===== src/rtl/ariane_pkg.sv =====
// Shared core types: flush request kinds and the
// per-kind step decode used by the flush scheduler.
package ariane_pkg;

  typedef enum logic [1:0] {
    FLUSH_FENCE   = 2'b00,
    FLUSH_FENCE_I = 2'b01,
    FLUSH_SFENCE  = 2'b10,
    FLUSH_FULL    = 2'b11
  } flush_kind_e;

  function automatic logic needs_dcache(
    flush_kind_e k
  );
    return k != FLUSH_SFENCE;
  endfunction

  function automatic logic needs_icache(
    flush_kind_e k
  );
    return (k == FLUSH_FENCE_I) ||
           (k == FLUSH_FULL);
  endfunction

  function automatic logic needs_tlb(
    flush_kind_e k
  );
    return (k == FLUSH_SFENCE) ||
           (k == FLUSH_FULL);
  endfunction

endpackage


===== src/rtl/fence_rr_arbiter.sv =====
// Combinational round-robin pick: first requester
// at or after ptr_i, wrapping; pointer lives in parent.
module fence_rr_arbiter #(
  parameter int unsigned NrThreads = 2,
  localparam int unsigned ThreadIdW =
    (NrThreads > 1) ? $clog2(NrThreads) : 1
) (
  input  logic [NrThreads-1:0] req_i,
  input  logic [ThreadIdW-1:0] ptr_i,
  output logic [NrThreads-1:0] gnt_o,
  output logic [ThreadIdW-1:0] idx_o,
  output logic                 valid_o
);

  always_comb begin
    gnt_o   = '0;
    idx_o   = '0;
    valid_o = 1'b0;
    for (int unsigned i = 0; i < NrThreads; i++) begin
      int unsigned j;
      j = 32'(ptr_i) + i;
      if (j >= NrThreads) j = j - NrThreads;
      if (!valid_o && req_i[j]) begin
        valid_o  = 1'b1;
        gnt_o[j] = 1'b1;
        idx_o    = ThreadIdW'(j);
      end
    end
  end

endmodule


===== src/rtl/fence_flush_scheduler.sv =====
// Serialises per-thread fence flushes onto the shared
// dcache -> icache -> TLB flush sequence.
module fence_flush_scheduler
  import ariane_pkg::*;
#(
  parameter int unsigned NrThreads     = 2,
  parameter int unsigned TimeoutCycles = 256,
  localparam int unsigned ThreadIdW =
    (NrThreads > 1) ? $clog2(NrThreads) : 1
) (
  input  logic                   clk_i,
  input  logic                   rst_ni,
  input  logic [NrThreads-1:0]   req_valid_i,
  input  logic [2*NrThreads-1:0] req_kind_i,
  output logic [NrThreads-1:0]   req_ready_o,
  output logic [NrThreads-1:0]   done_o,
  output logic                   flush_dcache_o,
  input  logic                   flush_dcache_ack_i,
  output logic                   flush_icache_o,
  output logic                   flush_tlb_o,
  output logic [ThreadIdW-1:0]   flush_thread_id_o,
  output logic                   busy_o,
  output logic                   timeout_o
);

  localparam int unsigned TimerW = $clog2(TimeoutCycles);
  localparam logic [ThreadIdW-1:0] LastId =
    ThreadIdW'(NrThreads - 1);
  localparam logic [TimerW-1:0] TimerMax =
    TimerW'(TimeoutCycles - 1);

  typedef enum logic [2:0] {
    IDLE,
    DC_REQ,
    IC_FLUSH,
    TLB_FLUSH,
    DONE
  } state_e;

  state_e               state_q, state_d;
  flush_kind_e          kind_q, gnt_kind;
  logic [ThreadIdW-1:0] rr_ptr_q, tid_q, gnt_idx;
  logic [NrThreads-1:0] gnt;
  logic                 gnt_valid, take;
  logic [TimerW-1:0]    timer_q;
  logic                 timeout_hit;

  fence_rr_arbiter #(
    .NrThreads(NrThreads)
  ) u_arb (
    .req_i  (req_valid_i),
    .ptr_i  (rr_ptr_q),
    .gnt_o  (gnt),
    .idx_o  (gnt_idx),
    .valid_o(gnt_valid)
  );

  // Grant is combinational but never while reset is applied.
  assign take = rst_ni && (state_q == IDLE) && gnt_valid;
  assign req_ready_o = take ? gnt : '0;
  assign gnt_kind =
    flush_kind_e'(req_kind_i[{gnt_idx, 1'b0} +: 2]);
  assign flush_thread_id_o = tid_q;

  always_comb begin
    state_d     = state_q;
    timeout_hit = 1'b0;
    unique case (state_q)
      IDLE: begin
        if (take) begin
          if (needs_dcache(gnt_kind))      state_d = DC_REQ;
          else if (needs_icache(gnt_kind)) state_d = IC_FLUSH;
          else                             state_d = TLB_FLUSH;
        end
      end
      DC_REQ: begin
        if (flush_dcache_ack_i) begin
          if (needs_icache(kind_q))     state_d = IC_FLUSH;
          else if (needs_tlb(kind_q))   state_d = TLB_FLUSH;
          else                          state_d = DONE;
        end else if (timer_q == TimerMax) begin
          state_d     = DONE;
          timeout_hit = 1'b1;
        end
      end
      IC_FLUSH:
        state_d = needs_tlb(kind_q) ? TLB_FLUSH : DONE;
      TLB_FLUSH: state_d = DONE;
      DONE:      state_d = IDLE;
      default:   state_d = IDLE;
    endcase
  end

  always_ff @(posedge clk_i) begin
    if (!rst_ni) begin
      state_q        <= IDLE;
      kind_q         <= FLUSH_FENCE;
      rr_ptr_q       <= '0;
      tid_q          <= '0;
      timer_q        <= '0;
      timeout_o      <= 1'b0;
      busy_o         <= 1'b0;
      flush_dcache_o <= 1'b0;
      flush_icache_o <= 1'b0;
      flush_tlb_o    <= 1'b0;
      done_o         <= '0;
    end else begin
      state_q        <= state_d;
      busy_o         <= state_d != IDLE;
      flush_dcache_o <= state_d == DC_REQ;
      flush_icache_o <= state_d == IC_FLUSH;
      flush_tlb_o    <= state_d == TLB_FLUSH;
      done_o         <= (state_d == DONE) ?
                        (NrThreads'(1) << tid_q) : '0;
      timeout_o      <= timeout_o | timeout_hit;
      if (take) begin
        tid_q    <= gnt_idx;
        kind_q   <= gnt_kind;
        rr_ptr_q <= (gnt_idx == LastId) ?
                    '0 : gnt_idx + 1'b1;
      end else if (state_d == IDLE) begin
        tid_q <= '0;
      end
      // Only counts while still waiting, so it saturates at TimerMax.
      if (state_q == DC_REQ && state_d == DC_REQ)
        timer_q <= timer_q + 1'b1;
      else if (state_q == DONE)
        timer_q <= '0;
    end
  end

endmodule

===== config.mk =====
export PLATFORM = sky130hd
export DESIGN_NAME = fence_flush_scheduler
export DESIGN_NICKNAME = d
export VERILOG_FILES = /design/src/rtl/ariane_pkg.sv /design/src/rtl/fence_rr_arbiter.sv /design/src/rtl/fence_flush_scheduler.sv
export SDC_FILE = /design/constraint.sdc
export NUM_CORES = 1
export LEC_CHECK = 0
export ABC_AREA = 0
export CAP_MARGIN = 20
export CORE_MARGIN = 8
export CORE_UTILIZATION = 51
export CTS_BUF_LIST = sky130_fd_sc_hd__clkbuf_16
export CTS_CLUSTER_SIZE = 28
export DETAILED_ROUTE_END_ITERATION = 8
export GPL_TIMING_DRIVEN = 0
export PLACE_DENSITY = 0.78
export SYNTH_ARGS = -nofsm -noshare
export SYNTH_HDL_FRONTEND = slang
export SYNTH_SLANG_ARGS = --single-unit
export TNS_END_PERCENT = 50

===== constraint.sdc =====
create_clock -name clk_i -period 2.6 [get_ports clk_i]
set_input_delay 0.65 -clock clk_i [delete_from_list [all_inputs] [get_ports clk_i]]
set_output_delay 0.65 -clock clk_i [all_outputs]
set_load 0.005 [all_outputs]

After elaboration in Yosys (flattened, before gate mapping):

Index checks and enable logic that the tools add are counted.

* bits in registers: 22
* input bits: 9
* output and inout port bits: 10
* word-level logic and storage cells: 90

* $add $sub $neg: 5
* magnitude comparators: 6
* eq/ne operators: 15
* shift operators: 2
* mux-type cells: 33
* bitwise gates (word level): 2
* reduce and logical (&&, ||, !) cells: 16

Operators with widths (count)
* greater-or-equal comparator 32 x 1 -> 1 bit, second input constant: 2
* < comparator 32 x 2 -> 1 bit, second input constant: 2
* 2-to-1 mux 32 bit: 2
* greater-or-equal comparator 32 x 2 -> 1 bit, second input constant: 1
* subtractor 32 x 2 -> 32 bit, second input constant: 1
* 2-to-1 mux 1 bit: 17
* 2-to-1 mux 8 bit: 2
* 2-to-1 mux 3 bit: 5
* equality test 3 x 2 -> 1 bit, second input constant: 4
* case mux 3 bit (4 select lines): 1
* adder 8 x 1 -> 8 bit, second input constant: 1
* equality test 8 bit, second input constant: 1
* 2-to-1 mux 2 bit: 4
* equality test 2 bit, second input constant: 3
* equality test 3 x 1 -> 1 bit, second input constant: 2
* equality test 3 bit, second input constant: 2
* logical AND 1 bit: 6
* zero test 3 bit: 2
* equality test 2 x 1 -> 1 bit, second input constant: 2
* nonzero test 2 bit: 2
* indexed part select 4 x 3 -> 2 bit: 1
* logical OR 1 bit: 3
* nonzero test 3 bit: 1
* subtractor 1 x 2 -> 3 bit, second input constant: 1
* other kinds (10): 11

Longest topological paths before layout:

* depth in word-level cells: 18
* gate-level depth with buffers: 7
* depth with buffers taken out: 7

Hierarchy:

From an unflattened synthesis, not the netlist that was laid out.

* cells, all modules: 121
* area, all modules: 1043.5 µm²

By module, submodules not included
* fence_flush_scheduler: times used 1, cells an instance 116, area an instance 1011.0 µm²
* fence_rr_arbiter: times used 1, cells an instance 5, area an instance 32.5 µm²

Worst setup path after synthesis:

Ideal clock, no wire load.

* path type: in2reg
* start point: input flush_dcache_ack_i
* end point: register tid_q, in the netlist flush_thread_id_o
* library setup time: 116 ps
* arrival time: 1920 ps
* required time: 2484 ps
* setup slack: 564 ps
* stages on the path: 6
* path buffers: 0
* cell sequence: nand3b_1 or3_4 a311oi_4 o211a_1 nand2_1 a41o_1

* cells in the longest elaborated chain, start to end: 4

Ends and longest elaborated chain
* start: declaration: line fence_flush_scheduler.sv:18 `input logic flush_dcache_ack_i,`
* 2-to-1 mux 3 bit: line fence_flush_scheduler.sv:77 `if (flush_dcache_ack_i) begin`
* case mux 3 bit (4 select lines): line fence_flush_scheduler.sv:68 `unique case (state_q)`
* zero test 3 bit: line fence_flush_scheduler.sv:121 `end else if (state_d == IDLE) begin`
* nonzero test 2 bit (no line)
* end signal: assignment: line fence_flush_scheduler.sv:117 `tid_q <= gnt_idx;`
* end: declaration: line fence_flush_scheduler.sv:42 `logic [ThreadIdW-1:0] rr_ptr_q, tid_q, gnt_idx;`

No other way between the ends.
A chain may end at the register's enable or synchronous reset.

Worst setup path in the final report:

Ends and elaborated chain as after synthesis.

==> results.yml <==
status:
  run_status: "completed"
timing:
  setup-tns-final_ns: 0
  post-route-period-util_pct: 96.4
  hold_viol: 0
  post-route-min-period_ns: 2.51
  setup_viol_count_final: 0
  skew_ns: 0.00150
  slew_violations: 0
  rsz0062_at_grt: "yes"
  slew_headroom_pct: 65.0
  fmax_ghz: 0.399
  worstMarginPinSlew_ns: 0.521
final_layout:
  finalNonFillerCells: 172
  drive_above_1_share_pct: 16.6
  finalCoreUtilization_pct: 72.3
  layout.nets: 156
  num_antenna_cells: 0
  area_growth_syn_to_layout_pct: 33.1
  nFillCells: 139
clock_tree:
  cts-root-buf: "clkbuf_16"
  clockBufferDepth: 2
  path_clk_slew_ns: 0.06
  cts.sinks: 22
  cts_tree: "yes"
  cts_buffers: 3
  clk_latency_ns: 0.25
  h-tree-depth: 1
power_and_ir_drop:
  p_per_area_mw_per_mm2: 671
  ir_drop_v: 0.000390
  cellLeakagePower_nw: 0.546
synthesis:
  ys_seq_area_share_pct: 40.9
  synth_fa_ha_area_share_pct: 1.16
  synthDistinctLibCells: 44
  synth.area.mux_share_pct: 2.79
  synth-compound-area-share_pct: 22.2
  yosysWarnings: 0
  ys_ff_latch: 22
  ys.flop_type: "dfxtp_1"
  synth_top_family_by_area: "simple AND/OR/NAND/NOR gates"
  async_flop_share_pct: 0
  mappedNetlistArea_mm2: 0.00108
  synth-edff-count: 0
  synthesis.nets: 128
  synth_xor_area_share_pct: 1.63
  synthCells: 118
  yosys.area_share.simple_pct: 27.9
  avgSynthCellArea_um2: 9.13
global_routing:
  grt_use_total_pct: 15.9
  grtUsageMet1_pct: 17.2
  busiest_layer: "met2"
  grt_pass1_wl_mm: 4.55
  grt_max_degree: 14
  grt_use_met2_pct: 29.5
  groute.layer.met3.usage_pct: 2.06
  grt_pass1_vias: 1028
  grt-ovfl-total: 0
  grt_antenna_before_repair: 0
drt:
  wl_per_cell_um: 15.9
  drtIter0Drc: 24
  vias: 987
  vias_per_cell: 5.74
  drc: 0
  first_pass_iters: 4
  postRouteAntennaNets: 0
  routed_wl_mm: 2.74
flow_run:
  max-cap-violations: 0
placement:
  place_hpwl_mm: 1.90
  io_buffers: 18
  dp_cells: 163
  gp_congestion: 0.787
floorplan:
  die_x_um: 62.0
  ios: 19
  start_util_pct: 54.4
  fp-row-count: 16
  core_mm2: 0.00198
  die_h_um: 62.0
  die_area_mm2: 0.00384
critical_path:
  criticalPathCategory: "input pin to flop"
  crit_path_end_kind: "flop"
  critPathLaunchType: "input pin"
  cp.required_ns: 2.75
  cp_data_arrival_time_ns: 2.66
  critical_path.max_fanout: 5
min_path:
  hold_class: "flop to flop"
-- area by class of cell --
| class | count | area (µm²) | area share [%] |
|---|---|---|---|
| repair buffers | 23 | 210 | 14.7 |
| well taps | 27 | 33.8 | 2.36 |
| clock inverters | 1 | 30.0 | 2.09 |
| inverters | 10 | 37.5 | 2.62 |
| flip-flops and latches | 22 | 440 | 30.7 |
| multi-input cells | 86 | 607 | 42.3 |
| clock buffers | 3 | 75.1 | 5.24 |
-- report_power, final --
group          leakage, nW  total [mW]  internal (mW)  switching, mW
combinational        0.316       0.157         0.0820         0.0750
clock               0.0511       0.428          0.306          0.122
sequential           0.179       0.377          0.357         0.0208
total                0.546       0.962          0.744          0.218
-- state kept, by name, summed over array words and instances (netlist names) --
register           cells
timer_q                8
state_q                3
done_o                 2
kind_q                 2
busy_o                 1
flush_dcache_o         1
flush_icache_o         1
flush_thread_id_o      1
flush_tlb_o            1
rr_ptr_q               1
timeout_o              1
-- layout by cell type (no fill, tap or decap), types with 2 or more instances in the layout --
cell	instances
a31oi_1	3
dlygate4sd2_1	2
and3_1	2
xnor2_1	2
dfxtp_1	22
o22ai_1	2
clkdlybuf4s50_1	15
nor3_1	5
nor2_1	12
a21oi_1	2
mux2i_1	3
nor3b_1	2
buf_4	5
clkbuf_16	3
nand2b_1	2
nand3_1	3
inv_1	10
nor4_1	2
o21a_1	2
nand2_1	8
o21ai_1	4
and3_4	2
o21ai_0	5
-- synth_stat cells (2+ instances only) --
| library cell | n | share of area (%) |
|---|---|---|
| nor3b_1 | 2 | 1.4 |
| dfxtp_1 | 22 | 41 |
| o22ai_1 | 2 | 1.2 |
| o21ai_1 | 4 | 1.9 |
| nand2b_1 | 2 | 1.2 |
| nor3_1 | 5 | 2.3 |
| nor2_1 | 12 | 4.2 |
| and3_2 | 2 | 1.4 |
| a31oi_1 | 3 | 1.7 |
| mux2i_1 | 3 | 2.8 |
| xnor2_1 | 2 | 1.6 |
| o21ai_0 | 5 | 2.3 |
| and3_1 | 2 | 1.2 |
| inv_1 | 10 | 3.5 |
| a21oi_1 | 2 | 0.93 |
| nand2_1 | 8 | 2.8 |
| nor4_1 | 2 | 1.2 |
| o21a_1 | 2 | 1.4 |
| nand3_1 | 3 | 1.4 |
-- path summary, 6_finish.rpt --
| kind | startpoint | end | slack [ns] | cells after the start |
|---|---|---|---|---|
| min | flush_thread_id_o | done_o[0] | 0.48 | 1 |
| min reg2reg | flush_thread_id_o | done_o[0] | 0.48 | 1 |
| max reg2reg | state_q[0] | timer_q[5] | 0.26 | 9 |
| max | flush_dcache_ack_i | flush_thread_id_o | 0.09 | 7 |
-- metrics by stage --
step | cell area, µm² | power, mW | hold WS, ns | worst slack [ns]
finish | 1430 | 0.962 | 0.475 | 0.0925
global route | 1430 | 0.993 | 0.505 | -0.00864
CTS | 1430 | 0.955 | 0.482 | 0.0329
detailed placement | 1290 | 0.524 | 0.466 | -0.318
global placement | 1290 | 0.520 | 0.460 | -0.316
floorplan | 1080 | 0.465 | 0.448 | 0.564
-- timing repair --
item | in CTS | in global routing
gates resized for setup | 5 | 2
endpoints found under the setup margin | 2 | 3
buffers inserted | 4 | 1
pin swaps | 1 | 0
hold buffers | 0 | 0
-- worst max-delay path, cell delays in order --
cell and delay, ns:
clkdlybuf4s50_1 0.51, nand3b_1 0.24, or3_4 0.36, a311oi_4 0.33, o211a_1 0.25, nand2_1 0.07, a41o_1 0.24
-- kinds of logic (layout without fill, tap and decap cells) --
kind of cell | Yosys count | in the layout
adders and majority gates | 1 | 1
xor gates and xnor gates | 2 | 2
muxes | 3 | 3
AOI/OAI and AO/OA | 30 | 30
buffers and inverters | 10 | 37
and+or+nand+nor | 50 | 50
DFF | 22 | 22
-- metal layers --
layer / part of all wire, % / vias to the layer above
met3: 2.7 / 9
met5: 0 / -
li1: - / 484
met4: 2.4 / 0
met2: 52 / 23
met1: 43 / 471
Note: power is estimated with default switching activity, not from simulation.
